<file path="src/rtl/rename_unit_pkg.sv">
// Shared constants and types for the rename stage.
package rename_unit_pkg;

   localparam int NUM_TAGS_LOG2 = 6;
   localparam int ROB_SIZE_LOG2 = 5;
   localparam int REG_SIZE      = 5;

   typedef logic [NUM_TAGS_LOG2-1:0] tag_t;
   typedef logic [ROB_SIZE_LOG2-1:0] rob_idx_t;
   typedef logic [REG_SIZE-1:0]      areg_t;

endpackage

</file>
<file path="src/rtl/free_list_fifo.sv">
// Circular free-tag list; entries FILL_LO..DEPTH-1 hold their own index after reset, head at FILL_LO.
// Pop is gated by the registered count, so a tag pushed this cycle is only poppable next cycle.
module free_list_fifo #(
   parameter int DEPTH   = 64,
   parameter int FILL_LO = 32,
   localparam int W      = $clog2(DEPTH),
   localparam int CW     = $clog2(DEPTH + 1)
) (
   input  logic         clk,
   input  logic         rst,
   input  logic         push,
   input  logic [W-1:0] push_tag,
   input  logic         pop,
   output logic [W-1:0] pop_tag,
   output logic         empty
);

   logic [W-1:0]  mem [DEPTH];
   logic [W-1:0]  head;
   logic [W-1:0]  tail;
   logic [CW-1:0] count;
   logic          push_ok;
   logic          pop_ok;

   function automatic logic [W-1:0] ptr_inc(input logic [W-1:0] p);
      return (p == W'(DEPTH - 1)) ? '0 : p + 1'b1;
   endfunction

   assign empty   = (count == '0);
   assign pop_tag = mem[head];
   assign pop_ok  = pop && !empty;
   assign push_ok = push && (count != CW'(DEPTH));

   always_ff @(posedge clk) begin
      if (rst) begin
         for (int i = 0; i < DEPTH; i++) mem[i] <= W'(i);
         head  <= W'(FILL_LO % DEPTH);
         tail  <= '0;
         count <= CW'(DEPTH - FILL_LO);
      end else begin
         if (push_ok) begin
            mem[tail] <= push_tag;
            tail      <= ptr_inc(tail);
         end
         if (pop_ok) head <= ptr_inc(head);
         case ({push_ok, pop_ok})
            2'b10:   count <= count + 1'b1;
            2'b01:   count <= count - 1'b1;
            default: count <= count;
         endcase
      end
   end

endmodule

</file>
<file path="src/rtl/rename_unit.sv">
// Register rename: RAT lookup, free-list allocation, busy tracking; outputs registered 1 cycle after acceptance.
// Stalls decode on stall_in or an empty free list; RENAME_CDB_BYPASS_EN forwards same-cycle CDB wakeups into ready_rs.
module rename_unit
   import rename_unit_pkg::*;
#(
   parameter int NUM_TAGS    = 1 << NUM_TAGS_LOG2,
   parameter int ARCH_REGS   = 32,
   parameter int ISSUE_PORTS = 3,
   localparam int TW         = $clog2(NUM_TAGS)
) (
   input  logic                clk,
   input  logic                rst,
   input  logic                stall_in,
   input  logic                in_valid,
   input  logic [REG_SIZE-1:0] rd,
   input  logic [REG_SIZE-1:0] rs1,
   input  logic [REG_SIZE-1:0] rs2,
   input  logic                rd_we,
   input  logic [TW-1:0]       cdb_tags [0:ISSUE_PORTS-1],
   input  logic                cdb_valid [0:ISSUE_PORTS-1],
   input  logic                retire_valid,
   input  logic [TW-1:0]       retire_old_tag,
   output logic                out_valid,
   output logic [TW-1:0]       tag_rd,
   output logic [TW-1:0]       tag_rs1,
   output logic [TW-1:0]       tag_rs2,
   output logic [TW-1:0]       old_tag_rd,
   output logic                ready_rs [0:1],
   output logic                rn_stall
);

   logic [TW-1:0]       rat [ARCH_REGS];
   logic [NUM_TAGS-1:0] busy;

   logic                alloc_need;
   logic                accept;
   logic                do_alloc;
   logic                fl_empty;
   logic [TW-1:0]       fl_head;
   logic                fl_push;

   logic [REG_SIZE-1:0] src_idx [2];
   logic [TW-1:0]       src_tag [2];
   logic                src_rdy [2];

   assign alloc_need = in_valid && rd_we && (rd != '0);
   assign rn_stall   = stall_in || (alloc_need && fl_empty);
   assign accept     = in_valid && !rn_stall;
   assign do_alloc   = accept && alloc_need;
   // Tag 0 is the permanent x0 mapping and never re-enters the list.
   assign fl_push    = retire_valid && (retire_old_tag != '0);

   free_list_fifo #(
      .DEPTH   (NUM_TAGS),
      .FILL_LO (ARCH_REGS)
   ) u_free_list (
      .clk      (clk),
      .rst      (rst),
      .push     (fl_push),
      .push_tag (retire_old_tag),
      .pop      (do_alloc),
      .pop_tag  (fl_head),
      .empty    (fl_empty)
   );

   assign src_idx[0] = rs1;
   assign src_idx[1] = rs2;

   // Sources read the RAT before this cycle's rd update, so rs == rd sees the old mapping.
   always_comb begin
      for (int s = 0; s < 2; s++) begin
         src_tag[s] = '0;
         src_rdy[s] = 1'b1;
         if (src_idx[s] != '0) begin
            src_tag[s] = rat[src_idx[s]];
            src_rdy[s] = !busy[src_tag[s]];
`ifdef RENAME_CDB_BYPASS_EN
            for (int p = 0; p < ISSUE_PORTS; p++) begin
               if (cdb_valid[p] && (cdb_tags[p] == src_tag[s])) src_rdy[s] = 1'b1;
            end
`endif
         end
      end
   end

   always_ff @(posedge clk) begin
      if (rst) begin
         for (int r = 0; r < ARCH_REGS; r++) rat[r] <= TW'(r);
      end else if (do_alloc) begin
         rat[rd] <= fl_head;
      end
   end

   // Allocation set follows the CDB clears so a fresh tag always ends up busy.
   always_ff @(posedge clk) begin
      if (rst) begin
         busy <= '0;
      end else begin
         for (int p = 0; p < ISSUE_PORTS; p++) begin
            if (cdb_valid[p]) busy[cdb_tags[p]] <= 1'b0;
         end
         if (do_alloc) busy[fl_head] <= 1'b1;
      end
   end

   always_ff @(posedge clk) begin
      if (rst) begin
         out_valid   <= 1'b0;
         tag_rd      <= '0;
         tag_rs1     <= '0;
         tag_rs2     <= '0;
         old_tag_rd  <= '0;
         ready_rs[0] <= 1'b0;
         ready_rs[1] <= 1'b0;
      end else if (!stall_in) begin
         out_valid <= accept;
         if (accept) begin
            tag_rs1     <= src_tag[0];
            tag_rs2     <= src_tag[1];
            ready_rs[0] <= src_rdy[0];
            ready_rs[1] <= src_rdy[1];
            tag_rd      <= do_alloc ? fl_head : '0;
            old_tag_rd  <= do_alloc ? rat[rd] : '0;
         end
      end
   end

endmodule

</file>
<file path="config.mk">
export PLATFORM = sky130hd
export DESIGN_NAME = rename_unit
export DESIGN_NICKNAME = d
export VERILOG_FILES = /design/src/rtl/rename_unit_pkg.sv /design/src/rtl/free_list_fifo.sv /design/src/rtl/rename_unit.sv
export SDC_FILE = /design/constraint.sdc
export NUM_CORES = 1
export LEC_CHECK = 0
export BUFFER_PORTS_ARGS = -buffer_cell sky130_fd_sc_hd__clkbuf_2
export CAP_MARGIN = 30
export CORE_UTILIZATION = 56
export DETAILED_ROUTE_END_ITERATION = 10
export PLACE_DENSITY = 0.72
export SETUP_SLACK_MARGIN = 0.15
export SLEW_MARGIN = 20
export SYNTH_ARGS = -nofsm -noshare
export SYNTH_HDL_FRONTEND = slang
export SYNTH_SLANG_ARGS = --single-unit
</file>
<file path="constraint.sdc">
create_clock -name clk -period 4 [get_ports clk]
set_input_delay 0.4 -clock clk [delete_from_list [all_inputs] [get_ports clk]]
set_output_delay 0.4 -clock clk [all_outputs]
set_load 0.1 [all_outputs]
</file>
# Word level (Yosys, flattened, before mapping)
# Memory sizes are Yosys's and may differ from the RTL's. A register that Yosys moved wholly into a read port is not among the register bits.
# Index checks and enable logic that the tools add are counted.
[totals]
ram_bits = 576
elab_cells = 110
memories = 2
register_bits = 110
output_inout_bits = 28
[mem_list]
columns = ["name", "depth", "word_bits", "rd", "rd_ports_with_merged_regs", "write_ports", "line", "text"]
rows = [
  ["u_free_list.mem", 64, 6, 1, 1, 64, "free_list_fifo.sv:18", "logic [W-1:0] mem [DEPTH];"],
  ["rat", 32, 6, 3, 0, 32, "rename_unit.sv:32", "logic [TW-1:0] rat [ARCH_REGS];"],
]
[op_classes]
muxes = 44
n_reduce_logical = 26
n_addsub = 4
n_bitwise = 8
n_eq_ne = 5
order_cmp = 10
[op_table]
columns = ["cell", "count"]
rows = [
  ["64-bit two-way mux", 7],
  ["64-bit bitwise AND", 3],
  ["64-bit NOT", 3],
  ["6-bit two-way mux", 11],
  ["64-bit bitwise OR", 1],
  ["6-bit by 7-bit less-than comparator with 1-bit output, second input constant", 6],
  ["1-bit demux with 6-bit select", 4],
  ["6-bit by 1-bit greater-or-equal comparator with 1-bit output, second input constant", 4],
  ["1-bit two-way mux", 18],
  ["5-bit nonzero test", 3],
  ["7-bit case mux with 2 select lines", 1],
  ["6-bit by 1-bit adder with 6-bit output, second input constant", 2],
  ["1-bit binary-select mux with 6-bit select", 2],
  ["6-bit equality test, second input constant", 2],
  ["1-bit logical AND", 12],
  ["6-bit OR reduction", 2],
  ["7-bit by 1-bit adder with 7-bit output, second input constant", 1],
  ["7-bit zero test", 1],
  ["7-bit != test, second input constant", 1],
  ["7-bit by 1-bit subtractor with 7-bit output, second input constant", 1],
  ["6-bit nonzero test", 1],
  ["5-bit two-way mux", 1],
  ["1-bit zero test", 4],
  ["2-bit by 1-bit equality test with 1-bit output, second input constant", 1],
  ["other kinds (5)", 5],
]

# Longest topological paths before layout
[depth]
ltp_word = 16
ltp_mapped = 16
depth_no_buf = 15

# Modules after synthesis
# Synthesis repeated with hierarchy kept, for this count alone.
[hier_totals]
hier_cells = 3139
area_unflattened_um2 = 37233.2
[modules_own_cells]
columns = ["mod", "area_each_um2", "cells_each", "seq_area_each_um2", "n_inst"]
rows = [
  ["free_list_fifo", 19168.4, 1481, 12031.5, 1],
  ["rename_unit", 18064.8, 1658, 7587.3, 1],
]

# Worst setup path after synthesis
# OpenSTA, ideal clock, no wires.
[synth_timing]
kind = "in2reg"
from = "input rd[4]"
to = "register u_free_list.count[6]"
required_ns = 3.930
stages = 16
slack_ns = 0.278
path_buffers = 1
setup_time_ns = 0.070
t_arrival_ns = 3.652
path_cell_list = "or3_1 -> clkbuf_1 -> o31ai_4 -> o311ai_1 -> nor2_2 -> ha_1 -> inv_1 -> fa_1 -> nor2b_1 -> o21ai_0 -> nand2b_1 -> a21o_1 -> a21oi_1 -> xnor2_1 -> or3_1 -> a21oi_1"
[synth_between]
elab_chain_cells = 10
word_cells_on_any_way = 12
[synth_lines]
columns = ["element", "line", "text"]
rows = [
  ["start: declaration", "rename_unit.sv:15", "input logic [REG_SIZE-1:0] rd,"],
  ["5-bit nonzero test *", "rename_unit.sv:46", "assign alloc_need = in_valid && rd_we && (rd != '0);"],
  ["1-bit logical AND *", "rename_unit.sv:46", ""],
  ["1-bit logical AND", "rename_unit.sv:47", "assign rn_stall = stall_in || (alloc_need && fl_empty);"],
  ["1-bit logical OR", "rename_unit.sv:47", ""],
  ["1-bit zero test", "rename_unit.sv:48", "assign accept = in_valid && !rn_stall;"],
  ["1-bit logical AND", "rename_unit.sv:48", ""],
  ["1-bit logical AND *", "rename_unit.sv:49", "assign do_alloc = accept && alloc_need;"],
  ["1-bit logical AND *", "free_list_fifo.sv:31", "assign pop_ok = pop && !empty;"],
  ["2-bit by 1-bit equality test with 1-bit output / 2-bit equality test (equally long branches)", "free_list_fifo.sv:46", "case ({push_ok, pop_ok})"],
  ["7-bit case mux with 2 select lines / 2-bit nonzero test (equally long branches)", "-", ""],
  ["end signal: assignment", "free_list_fifo.sv:47", "2'b10: count <= count + 1'b1;"],
  ["end signal: assignment", "free_list_fifo.sv:48", "2'b01: count <= count - 1'b1;"],
  ["end signal: assignment", "free_list_fifo.sv:49", "default: count <= count;"],
  ["end: declaration", "free_list_fifo.sv:21", "logic [CW-1:0] count;"],
]
# Every way passes the cells marked *; elsewhere a longest branch is shown, timed or not.
# A chain may end at the register's enable or synchronous reset.

==> impl_metrics.ini <==
[sta]
fin_skew_ns = 0.02483
fmax_ghz = 0.2805
rsz0062_at_grt = false
slew_violations = 0
setup_violations = 0
finalSetupTns_ns = 0
tightest_slew_ns = 1.153
max_slew_margin_pct = 22.45
fin_crit_sh_pct = 89.14
finalHoldViolCount = 0
min_period_ns = 3.565

[yosys]
synth_edf_count = 576
yosys-top-cells-count = edfxtp_1, nor2_1, nand2_1
syn_avg_cell_area_um2 = 12.31
netlist.area_leader.share_pct = 47.20
yosys_warnings = 0
yosysMostFrequentCell = edfxtp_1
netlist_area_um2 = 36650
synth.area.mux_share_pct = 19.73
synthesis.instances = 2978
yosys.area_share.simple_pct = 15.67
ys_types = 70
synth_top_family_by_area = multiplexers
synth_compound_area_share_pct = 7.122
seq_area_frac_synth_pct = 53.53
synth_seq_cells = 692
synthArstFlopShare_pct = 0
yosysTopAreaCell = edfxtp_1
synthAdderAreaFrac_pct = 0.3278
synthTopCellsByArea = edfxtp_1, mux4_2, dfxtp_1
synthXorXnorAreaFrac_pct = 0.2151
synth_ff_type = edfxtp_1

[global_routing]
antenna_found_initial = 2
grt_overflow = 0
grt_pass1_wl_mm = 165.0
grt_pass1_vias = 25909
track_usage_pct = 33.28
grt_max_degree = 100

[drt]
routed_via_density = 6.788
vias = 26655
ant_nets = 0
drt_iter0_markers = 3534
totalWireLength_mm = 110.3
drc_errors = 0
routedWlPerCell_um = 28.09
drtPass1Iterations = 6

[setup_path]
reg2regPathDepth = 9
reg2reg_slack_ns = 0.43
required_ns = 4.55
reg2reg_to = busy[4]$_SDFF_PP0_
cp_max_fo = 34
path_class = register to register
cp-start-kind = register
arrival_ns = 4.11
crit_path_end_kind = register

[clock_tree]
cts_tree = built
htree_levels = 3
root_buffer = clkbuf_16
clkSinkCount = 692
cts_buffers = 74
clk_latency_ns = 0.64
clk_pin_slew_ns = 0.06
cts_setup_buffers = 0
clockBufferDepth = 3
hold_buffers = 0
cts.repair.resized = 0

[finish]
fin_cells = 3927
area_delta_synth_final_pct = 11.31
drive_gt1_share_pct = 20.91
regArea_um2 = 19630
multi_input_area_um2 = 15870
postLayoutCoreUtil_pct = 63.17
fillerInstances = 4840
nets = 3070

[floorplanning]
start_util_pct = 56.75
die_area_um2 = 66470
fp.dieH_um = 257.8
die_w_um = 257.8
num_rows = 93
ios = 76
core_area_um2 = 64580

[min_path]
holdPathStages = 2
hold-path-endpoint = u_free_list.mem[63][5]$_SDFFCE_PN1P_
hp-start = retire_old_tag[5]
hold_class = input pin to register

[place]
gp_congestion = 1.040
place_inst = 3783
hpwl_mm = 74.79
port_buffers = 75

[power]
irDropWorstVdd_mv = 0.3902
p_leak_uw = 0.01301
cellPowerDensity_nw_per_um2 = 418.0
total_power_uw = 17050

[outcome]
status = completed

[flow_run]
drv_cap = 0
## sequential cells by signal, indices dropped and copies added (netlist names), named ones only
name / flops
u_free_list.head: 6
rat: 192
tag_rs2: 6
u_free_list.count: 7
old_tag_rd: 6
ready_rs: 2
out_valid: 1
u_free_list.tail: 6
tag_rs1: 6
tag_rd: 6
u_free_list.mem: 384
busy: 64
## per-layer routing
layer	GRT usage (%)	wire (um)	share of wire [%]	up-vias
met1	43.31	40310	37	13201
met5	0	0	0	-
li1	-	-	-	11371
met4	15.91	5965	5.4	0
met2	53.73	52570	48	1730
met3	6.832	11440	10	353
## worst max-delay path by stage
stage	startpoint	to	slack, ns	cells after the start
floorplan	rd[4]	u_free_list.count[6]$_SDFFE_PP0P_	0.28	16
global placement	rd[4]	u_free_list.count[6]$_SDFFE_PP0P_	0.29	16
finish	register	busy[4]$_SDFF_PP0_	0.43	9
detailed placement	rd[4]	rat[1][1]$_SDFFCE_PN0P_	0.29	12
CTS	register	busy[28]$_SDFF_PP0_	0.48	8
global route	register	busy[27]$_SDFF_PP0_	0.30	8
## final cells by class
class,count,area share [%]
antenna,1,0.006134
clock buffer,95,4.935
clock inverter,39,1.208
inverter,25,0.2392
multi-input combinational,2000,38.89
sequential,692,48.11
tap,855,2.622
timing repair buffer,220,3.984
## cell usage in the layout (no fill, tap or decap), types with 33 or more instances in the layout
cell type and instances:
edfxtp_1 576, nor2_1 387, nand2_1 256, mux4_2 243, or3_1 168, and2_1 167
o21ai_0 117, mux2i_1 117, buf_4 117, dfxtp_1 113, a21oi_1 91, clkbuf_16 76
clkbuf_2 76, nor3_1 59, a211oi_1 38, nand3_1 34, a32oi_1 33
## power breakdown
group          switching (uW)  internal, uW
Clock                    2940          4220
Combinational            1170           601
Sequential                126          7990
## metrics by stage
stage	area, um^2	hold WS (ns)	setup slack (ns)
floorplan	36670	0.4800	0.2777
global placement	38190	0.4530	0.2906
detailed placement	38230	0.4725	0.2893
CTS	40740	0.1062	0.4832
global route	40790	0.1223	0.2999
finish	40790	0.1369	0.4345
## cell families after synthesis
logic type / count (synthesis)
AND/OR/NAND/NOR: 1183
flip-flops: 692
AO/OA/AOI/OAI: 402
multiplexers: 391
buffers and inverters: 291
adder cells (fa/ha/maj): 9
XOR/XNOR: 9
other: 1
## worst max-delay path: stages (launching register included)
cell     delay, ns
dfxtp_4       0.68
buf_12        0.28
mux4_2        0.37
mux4_2        0.47
mux2_2        0.32
o21ai_4       0.32
buf_12        0.28
and3_1        0.45
a32oi_1       0.10
nor2_1        0.15
No activity file was read; power rests on OpenSTA's default activity.
